`config.mk`:
```
export PLATFORM = sky130hd
export DESIGN_NAME = alu_op_sequencer
export DESIGN_NICKNAME = d
export VERILOG_FILES = /design/src/rtl/alu_seq_pkg.sv /design/src/rtl/alu_expect.sv /design/src/rtl/alu_op_sequencer.sv
export SDC_FILE = /design/constraint.sdc
export NUM_CORES = 1
export LEC_CHECK = 0
export CORE_ASPECT_RATIO = 0.8
export CORE_MARGIN = 2
export CORE_UTILIZATION = 45
export CTS_CLUSTER_DIAMETER = 120
export DETAILED_ROUTE_END_ITERATION = 16
export MAX_ROUTING_LAYER = met4
export PLACE_DENSITY = 0.86
export SYNTH_ARGS = -nofsm -noshare
export SYNTH_HDL_FRONTEND = slang
export SYNTH_HIERARCHICAL = 1
export SYNTH_SLANG_ARGS = --single-unit
```
`constraint.sdc`:
```
create_clock -name clock -period 2.7 [get_ports clock]
set_input_delay 0.405 -clock clock [delete_from_list [all_inputs] [get_ports clock]]
set_output_delay 0.405 -clock clock [all_outputs]
set_load 0.01 [all_outputs]
```
`src/rtl/alu_seq_pkg.sv`:
```
// Shared types, limits and golden-model function for the ALU command sequencer.
// Latency: n/a (package only).
// Backpressure: n/a (package only).
//
// Contents: ALU mode enum, sequencer FSM state enum, settle-window bounds and
// expectedOut(), which returns {cout, result} for a mode, operands and carry-in.
package alu_seq_pkg;

    typedef enum logic [2:0] {
        MODE_NOT  = 3'b000,   // ~A
        MODE_ADD  = 3'b001,   // A+B+cin, carry out
        MODE_AND  = 3'b010,
        MODE_OR   = 3'b011,
        MODE_XOR  = 3'b100,
        MODE_SHL  = 3'b101,   // {A[W-2:0],cin}, cout = A[W-1]
        MODE_ZERO = 3'b110,
        MODE_ONE  = 3'b111
    } aluMode_e;

    typedef enum logic [1:0] {
        ST_IDLE   = 2'd0,
        ST_SETTLE = 2'd1,
        ST_RESP   = 2'd2
    } seqState_e;

    localparam int SETTLE_MIN   = 1;
    localparam int SETTLE_MAX   = 15;
    localparam int SETTLE_CNT_W = 4;

    // Widest operand the golden function handles; callers zero-extend into it
    // and pass their real width so carries and masks land on the right bit.
    localparam int EXP_MAX_W = 32;

    // Returns {cout, result}; result bits at and above 'width' are always zero.
    function automatic logic [EXP_MAX_W:0] expectedOut(
        input aluMode_e                mode,
        input logic [EXP_MAX_W-1:0]    a,
        input logic [EXP_MAX_W-1:0]    b,
        input logic                    cin,
        input int unsigned             width
    );
        logic [EXP_MAX_W-1:0] mask;
        logic [EXP_MAX_W:0]   sum;
        logic [EXP_MAX_W-1:0] res;
        logic                 co;
        mask = (EXP_MAX_W'(1) << width) - EXP_MAX_W'(1);
        sum  = {1'b0, a} + {1'b0, b} + {{EXP_MAX_W{1'b0}}, cin};
        res  = '0;
        co   = 1'b0;
        case (mode)
            MODE_NOT:  res = ~a;
            MODE_ADD: begin
                res = sum[EXP_MAX_W-1:0];
                // carry is the bit just above the operand width; wraps silently
                co  = |(sum & ((EXP_MAX_W + 1)'(1) << width));
            end
            MODE_AND:  res = a & b;
            MODE_OR:   res = a | b;
            MODE_XOR:  res = a ^ b;
            MODE_SHL: begin
                res = {a[EXP_MAX_W-2:0], cin};
                co  = |(a & (EXP_MAX_W'(1) << (width - 1)));
            end
            MODE_ZERO: res = '0;
            MODE_ONE:  res = '1;
            default:   res = '0;
        endcase
        return {co, res & mask};
    endfunction

endpackage

```
`src/rtl/alu_expect.sv`:
```
// Golden model of the 4-bit ALU: expected {cout,result} for the current drive.
// Latency: combinational.
// Backpressure: none.
//
// Ports: mode/a/b/cin = the values being driven to the ALU;
//        expResult/expCout = what a correct ALU must return for them.
module alu_expect
    import alu_seq_pkg::*;
#(
    parameter int WIDTH = 4
) (
    input  logic [2:0]       mode,
    input  logic [WIDTH-1:0] a,
    input  logic [WIDTH-1:0] b,
    input  logic             cin,
    output logic [WIDTH-1:0] expResult,
    output logic             expCout
);

    logic [EXP_MAX_W:0] full;

    assign full      = expectedOut(aluMode_e'(mode), EXP_MAX_W'(a), EXP_MAX_W'(b),
                                   cin, WIDTH);
    assign expResult = full[WIDTH-1:0];
    assign expCout   = full[EXP_MAX_W];

    // Upper result bits are masked to zero by the function; they carry no data.
    if (WIDTH < EXP_MAX_W) begin : gHi
        logic unusedHi;
        assign unusedHi = ^full[EXP_MAX_W-1:WIDTH];
    end

endmodule

```
`src/rtl/alu_op_sequencer.sv`:
```
// Drives one op into the ALU, waits a settle window, captures and checks the result.
// Latency: accept at edge N -> rsp_valid at edge N+SETTLE_CYCLES; one op per SETTLE_CYCLES+2.
// Backpressure: cmd_ready low while an op is in flight; rsp_* held until rsp_ready.
//
// Ports: cmd_* = command in (valid/ready); alu_* out = registered ALU drive,
//        alu_result/alu_cout in = ALU outputs; rsp_* = captured result + golden
//        mismatch flag (valid/ready); busy = not idle.
// Option: ALU_SEQ_CHAIN_EN adds cmd_chain, taking carry-in from the last rsp_cout.
module alu_op_sequencer
    import alu_seq_pkg::*;
#(
    parameter int WIDTH         = 4,
    parameter int SETTLE_CYCLES = 4
) (
    input  logic             clock,
    input  logic             reset,
    input  logic             cmd_valid,
    output logic             cmd_ready,
    input  logic [2:0]       cmd_mode,
    input  logic [WIDTH-1:0] cmd_a,
    input  logic [WIDTH-1:0] cmd_b,
    input  logic             cmd_cin,
`ifdef ALU_SEQ_CHAIN_EN
    input  logic             cmd_chain,
`endif
    output logic [2:0]       alu_mode,
    output logic [WIDTH-1:0] alu_a,
    output logic [WIDTH-1:0] alu_b,
    output logic             alu_cin,
    input  logic [WIDTH-1:0] alu_result,
    input  logic             alu_cout,
    output logic             rsp_valid,
    input  logic             rsp_ready,
    output logic [WIDTH-1:0] rsp_result,
    output logic             rsp_cout,
    output logic             rsp_mismatch,
    output logic             busy
);

    // Out-of-range settle windows are clamped into the counter's range.
    localparam int SETTLE_EFF = (SETTLE_CYCLES < SETTLE_MIN) ? SETTLE_MIN :
                                (SETTLE_CYCLES > SETTLE_MAX) ? SETTLE_MAX : SETTLE_CYCLES;
    localparam logic [SETTLE_CNT_W-1:0] SETTLE_LOAD = SETTLE_CNT_W'(SETTLE_EFF - 1);

    seqState_e               curState, nextState;
    logic [SETTLE_CNT_W-1:0] settleCnt;
    logic                    accept, capture, respDone, cinSel;
    logic [WIDTH-1:0]        expResult;
    logic                    expCout;

    assign accept   = cmd_valid && cmd_ready;
    assign capture  = (curState == ST_SETTLE) && (settleCnt == '0);
    assign respDone = (curState == ST_RESP) && rsp_ready;

`ifdef ALU_SEQ_CHAIN_EN
    // rsp_cout still holds the previous op's carry-out (cleared by reset).
    assign cinSel = cmd_chain ? rsp_cout : cmd_cin;
`else
    assign cinSel = cmd_cin;
`endif

    always_ff @(posedge clock or negedge reset) begin
        if (!reset) begin
            curState <= ST_IDLE;
        end else begin
            curState <= nextState;
        end
    end

    always_comb begin
        nextState = curState;
        cmd_ready = 1'b0;
        busy      = 1'b1;
        case (curState)
            ST_IDLE: begin
                cmd_ready = 1'b1;
                busy      = 1'b0;
                if (cmd_valid) nextState = ST_SETTLE;
            end
            ST_SETTLE: if (settleCnt == '0) nextState = ST_RESP;
            ST_RESP:   if (rsp_ready) nextState = ST_IDLE;
            default:   nextState = ST_IDLE;
        endcase
    end

    // The golden model sees the same registered drive as the ALU, so chained
    // carries are checked with the carry actually applied.
    alu_expect #(.WIDTH(WIDTH)) uExpect (
        .mode      (alu_mode),
        .a         (alu_a),
        .b         (alu_b),
        .cin       (alu_cin),
        .expResult (expResult),
        .expCout   (expCout)
    );

    always_ff @(posedge clock or negedge reset) begin
        if (!reset) begin
            alu_mode     <= '0;
            alu_a        <= '0;
            alu_b        <= '0;
            alu_cin      <= 1'b0;
            settleCnt    <= '0;
            rsp_valid    <= 1'b0;
            rsp_result   <= '0;
            rsp_cout     <= 1'b0;
            rsp_mismatch <= 1'b0;
        end else begin
            // alu_* only changes on accept, so it keeps the last command while idle.
            if (accept) begin
                alu_mode  <= cmd_mode;
                alu_a     <= cmd_a;
                alu_b     <= cmd_b;
                alu_cin   <= cinSel;
                settleCnt <= SETTLE_LOAD;
            end else if ((curState == ST_SETTLE) && (settleCnt != '0)) begin
                settleCnt <= settleCnt - SETTLE_CNT_W'(1);
            end

            if (capture) begin
                rsp_valid    <= 1'b1;
                rsp_result   <= alu_result;
                rsp_cout     <= alu_cout;
                rsp_mismatch <= (alu_result != expResult) || (alu_cout != expCout);
            end else if (respDone) begin
                rsp_valid    <= 1'b0;
                rsp_mismatch <= 1'b0;
            end
        end
    end

endmodule

```
==> impl_metrics.ini, run 1 <==
[outcome]
status = completed

[synth]
yosysUniqueCellTypes = 44
synth_nets = 188
synthFlopType = dfrtp_1
syn_avg_cell_area_um2 = 10.4
yosysWarnings = 6
ys_ff_latch = 25
netlist_area_um2 = 1620
async_flop_share = 1.00
synthCells = 155
seq_area_frac_synth = 0.387
synth_edf_count = 0

[critical_path]
critical_path.endpoint_type = register
worstPathArrival_ps = 2630
crit_fanout = 5
cp_data_required_time_ps = 2840
startpoint_type = register
critPathSlowestCell = dfrtp_2
crit_type = reg2reg
slowest_delay_ps = 450
path_cells = fa_2 > fa_1 > xnor2_1 > mux4_2 > o21ai_1 > xor2_1 > nor3_1 > a22oi_1

[die]
core_area_um2 = 3450
io_pins = 42
initial_core_util = 0.469
die_w_um = 71.0
die_y_um = 57.6
rows = 19
die_area_um2 = 4090

[layout]
area_growth_pct = 29.9
nets = 230
mostFrequentLayoutCells = 41 x clkdlybuf4s50_1, 24 x dfrtp_1, 15 x inv_1
drive_above_1_share = 0.143
insertedDiodeCount = 0
num-fill-cells = 296
instances_no_fill = 238
layout_commonest_cell = clkdlybuf4s50_1

[timing]
rsz0062_at_grt = false
tns_ps = 0
final.setup_skew_ps = 7.03
worst_pin_slew_ps = 780
slew_headroom = 0.480
clock.fmax_mhz = 402
final_max_slew_viol_count = 0
final_hold_viol_count = 0
finalSetupViolCount = 0
whs_ps = 483
finalCriticalPeriod_ps = 2490
timing.final.crit_share = 0.920
fin_ws_ps = 215

[grt]
grt_pass1_vias = 1227
grt_start_max_net_pins = 26
grt_overflow = 0
antenna_found_initial = 0
grt_pass1_wl_um = 5740
track_usage = 0.181

[detailed_routing]
dr.first_iter.drc_count = 90
vias_per_cell = 5.34
drt-pass1-iter-count = 4
final_antenna_net_count = 0
drt-total-wl_um = 3190
vias = 1271
routedWlPerCell_um = 13.4
drc = 0

[clocking]
root_buffer = clkbuf_8
clk_pin_slew_ps = 90
clk_path_buf_depth = 2
hold_buffers = 0
cts_tree = done
cts_repair_resize_count = 0
clkLatencyLatePin_ps = 270
htreeDepth = 1
cts_buffers = 3
clock_sinks = 25
cts_setup_buffers = 0

[placed_design]
place_inst = 234
gp_congestion = 0.872
port_buffers = 41
dp_hpwl_um = 2380
dp_slack_ps = 165

[pwr]
power_per_cell_area_nw_per_um2 = 1270
irDropWorstVdd_mv = 0.683
p_leak_uw = 0.000932

[run]
maxCapViolCount = 0

[hold_path]
min_path_type = in2async
==> worst max-delay path, delay by kind of cell (launching register included) <==
kind	cells	cell delay [ps]
adders and majority gates	2	800
DFF	1	450
muxes	1	450
AOI/OAI and AO/OA	2	260
xor gates and xnor gates	2	230
and+or+nand+nor	1	170
==> power by group <==
group	total (µW)	leakage, µW	switching (µW)	internal (µW)
clock network	228	0.0000217	124	105
logic	1620	0.000620	706	916
registers	827	0.000291	266	560
total	2680	0.000932	1100	1580
==> cell type report <==
type / count / area (µm²) / area share
Multi-Input combinational cell: 109 / 892 / 0.424
Clock buffer: 3 / 41.3 / 0.0196
Inverter: 15 / 56.3 / 0.0268
Clock inverter: 1 / 7.51 / 0.00357
Tap cell: 42 / 52.6 / 0.0250
Sequential cell: 25 / 627 / 0.298
Timing Repair Buffer: 43 / 425 / 0.202
==> routing by layer <==
layer / global-route usage / share of wire / wire length (µm)
met1: 0.261 / 0.48 / 1520
met4: 0.0162 / 0.0031 / 10
met2: 0.272 / 0.46 / 1460
met5: - / 0 / 0
met3: 0.0435 / 0.062 / 199
==> registers in the layout (all words and copies together), names as in the netlist <==
signal and cells:
settleCnt 4, rsp_result 4, rsp_valid 1, alu_mode 3, curState 2, rsp_cout 1, alu_b 4, alu_a 4
alu_cin 1, rsp_mismatch 1
==> metrics by stage <==
stage	power [µW]	area [µm²]	util
final	2680	2100	0.610
after global routing	2930	2100	0.610
after CTS	2680	2100	0.609
after detailed placement	2440	2050	0.595
after global placement	2390	2050	0.595
after floorplan	1880	1620	-
==> cells by family (layout without fill, tap and decap cells) <==
logic type | Yosys count | count (layout) | synth area share
AO/OA/AOI/OAI | 27 | 27 | 0.112
flip-flops | 25 | 25 | 0.387
buffers and inverters | 21 | 62 | 0.0634
multiplexers | 20 | 20 | 0.156
adder cells (fa/ha/maj) | 12 | 12 | 0.102
AND/OR/NAND/NOR | 44 | 44 | 0.147
XOR/XNOR | 6 | 6 | 0.0325
==> cell usage after synthesis, drive strengths merged, types with 2 or more instances <==
cell,n,area share
dfrtp,25,0.39
mux2,17,0.13
inv,15,0.035
nand2,13,0.030
ha,10,0.077
buf,6,0.029
nor2,6,0.014
o21ai,6,0.019
nor2b,5,0.019
xor2,5,0.027
a21oi,4,0.012
nand3b,4,0.019
a211oi,3,0.014
nor3,3,0.0093
a22oi,2,0.0093
fa,2,0.025
mux2i,2,0.012
nand2b,2,0.0077
nand3,2,0.0062
o211ai,2,0.0093
o31ai,2,0.0093
or3b,2,0.011
==> path summary, 6_finish.rpt <==
kind | startpoint | to | slack (ps) | cells past startpoint
hold reg to reg | rsp_valid$_DFFE_PN0P_ | rsp_valid$_DFFE_PN0P_ | 500 | 2
setup / recovery | alu_b[0]$_DFFE_PN0P_ | rsp_mismatch$_DFFE_PN0P_ | 210 | 8
min in group clock | rsp_valid$_DFFE_PN0P_ | rsp_valid$_DFFE_PN0P_ | 500 | 2
max in group asynchronous | reset | alu_b[0]$_DFFE_PN0P_ | 1960 | 2
hold / removal | reset | alu_b[1]$_DFFE_PN0P_ | 480 | 2
setup reg to reg | alu_b[0]$_DFFE_PN0P_ | rsp_mismatch$_DFFE_PN0P_ | 210 | 8
Power figures use the tool's default switching activity.
==> run 2: changes to the inputs <==
CORE_UTILIZATION = 49   (was 45)
PLACE_DENSITY = 0.91   (was 0.86)
==> run 2 against run 1 <==
  * Routed wire length is 4.1% higher
  * Die area is 7.7% lower
  * Hold slack better by 11 ps
  * Sequential share of layout area is 0.083 points higher
==> impl_metrics.ini, run 2 (same netlist as run 1, synthesis figures left out) <==
[layout]
insertedDiodeCount = 0
layout_commonest_cell = clkdlybuf4s50_1
mostFrequentLayoutCells = 41 x clkdlybuf4s50_1, 25 x dfrtp_1, 15 x inv_1
area_growth_pct = 29.3
drive_above_1_share = 0.128
nets = 230

[grt]
grt_pass1_wl_um = 5690
grt_start_max_net_pins = 26
track_usage = 0.202
antenna_found_initial = 0
grt_overflow = 0
grt_pass1_vias = 1216

[detailed_routing]
drt-pass1-iter-count = 4
final_antenna_net_count = 0
vias = 1301
drt-total-wl_um = 3320
vias_per_cell = 5.51
routedWlPerCell_um = 14.1
dr.first_iter.drc_count = 78
drc = 0

[clocking]
htreeDepth = 1
root_buffer = clkbuf_8
hold_buffers = 0
clock_sinks = 25
cts_repair_resize_count = 0
cts_setup_buffers = 0
clk_pin_slew_ps = 80
cts_buffers = 3
clkLatencyLatePin_ps = 270
clk_path_buf_depth = 2
cts_tree = done

[placed_design]
port_buffers = 41
dp_hpwl_um = 2490
gp_congestion = 0.813
dp_slack_ps = 214

[hold_path]
min_path_type = reg2reg
hold_start = rsp_valid$_DFFE_PN0P_
min_path_cells = 2
holdPathEnd = rsp_valid$_DFFE_PN0P_

[timing]
fin_ws_ps = 187
worst_pin_slew_ps = 778
finalSetupViolCount = 0
finalCriticalPeriod_ps = 2510
final_hold_viol_count = 0
timing.final.crit_share = 0.931
final_max_slew_viol_count = 0
clock.fmax_mhz = 398
rsz0062_at_grt = false
final.setup_skew_ps = 3.20
tns_ps = 0
slew_headroom = 0.482

[critical_path]
startpoint_type = register
rr_worst_depth = 8
cp_data_required_time_ps = 2840
worstPathArrival_ps = 2650
r2r_slack_ps = 190
crit_type = reg2reg
rr_startpoint = alu_b[0]$_DFFE_PN0P_
r2r_end = rsp_mismatch$_DFFE_PN0P_
critical_path.endpoint_type = register
crit_fanout = 5

[pwr]
swShare = 0.408
p_sw_uw = 1080
power_per_cell_area_nw_per_um2 = 1270
p_int_uw = 1570
p_clk_frac = 0.082
seq_power_share = 0.312
p_leak_uw = 0.000935
power_frac_comb = 0.607
irDropWorstVdd_mv = 0.684

[die]
io_pins = 42
die_w_um = 68.2
core_area_um2 = 3130
initial_core_util = 0.517
die_area_um2 = 3780
die_y_um = 55.4
rows = 18

[outcome]
status = completed

[run]
maxCapViolCount = 0
-- run 2: cell types whose count changed in the layout (fill, tap and decap cells not counted), sizes merged --
| cell | before | now |
|---|---|---|
| clkinvlp | 1 | 0 |
| clkbuf | 3 | 4 |
-- run 2: how the worst max path moves through the flow --
stage | start | end | slack, ps | cells past startpoint
5_1_grt | alu_a[2]$_DFFE_PN0P_ | rsp_mismatch$_DFFE_PN0P_ | 90 | 9
2_1_floorplan | alu_a[0]$_DFFE_PN0P_ | rsp_mismatch$_DFFE_PN0P_ | 220 | 8
3_3_place_gp | alu_b[0]$_DFFE_PN0P_ | rsp_mismatch$_DFFE_PN0P_ | 230 | 8
4_1_cts | alu_b[0]$_DFFE_PN0P_ | rsp_mismatch$_DFFE_PN0P_ | 200 | 8
3_5_place_dp | alu_b[0]$_DFFE_PN0P_ | rsp_mismatch$_DFFE_PN0P_ | 210 | 8
6_report | alu_b[0]$_DFFE_PN0P_ | rsp_mismatch$_DFFE_PN0P_ | 190 | 8
-- run 2: critical path: stages, from the launching register on --
cell and delay (ps):
dfrtp_1 440, fa_1 450, fa_1 410, xnor2_1 140
mux4_2 450, o21ai_1 160, xor2_1 80, nor3_1 170
a22oi_1 80
-- run 2: per-layer routing --
| layer | vias to the layer above | share of wire | track usage |
|---|---|---|---|
| li1 | 625 | - | - |
| met3 | 5 | 0.056 | 0.0509 |
| met1 | 631 | 0.48 | 0.289 |
| met2 | 40 | 0.46 | 0.300 |
| met5 | - | 0 | - |
| met4 | 0 | 0.0063 | 0.0257 |
-- run 2: cell type report --
type	instances	area, µm²
fillers	264	1040
well taps	40	50.0
clock buffers	4	45.0
inverters	15	56.3
multi-input cells	109	890
repair buffers	43	425
flip-flops and latches	25	626
-- run 2: through the flow --
stage	instances	power, µW	area [µm²]	hold WS, ps	utilization
6_report	236	2660	2090	494	0.668
5_1_grt	236	2900	2090	523	0.668
4_1_cts	236	2670	2090	498	0.668
3_5_place_dp	232	2440	2050	478	0.654
3_3_place_gp	232	2390	2050	462	0.654
2_1_floorplan	155	1880	1620	109	-
-- run 2: power by group through the flow --
stage / clock, µW / sequential (µW) / combinational (µW)
global placement: 0 / 820 / 1570
global route: 243 / 875 / 1780
detailed placement: 0 / 833 / 1610
CTS: 227 / 828 / 1620
floorplan: 0 / 798 / 1090
finish: 217 / 828 / 1610
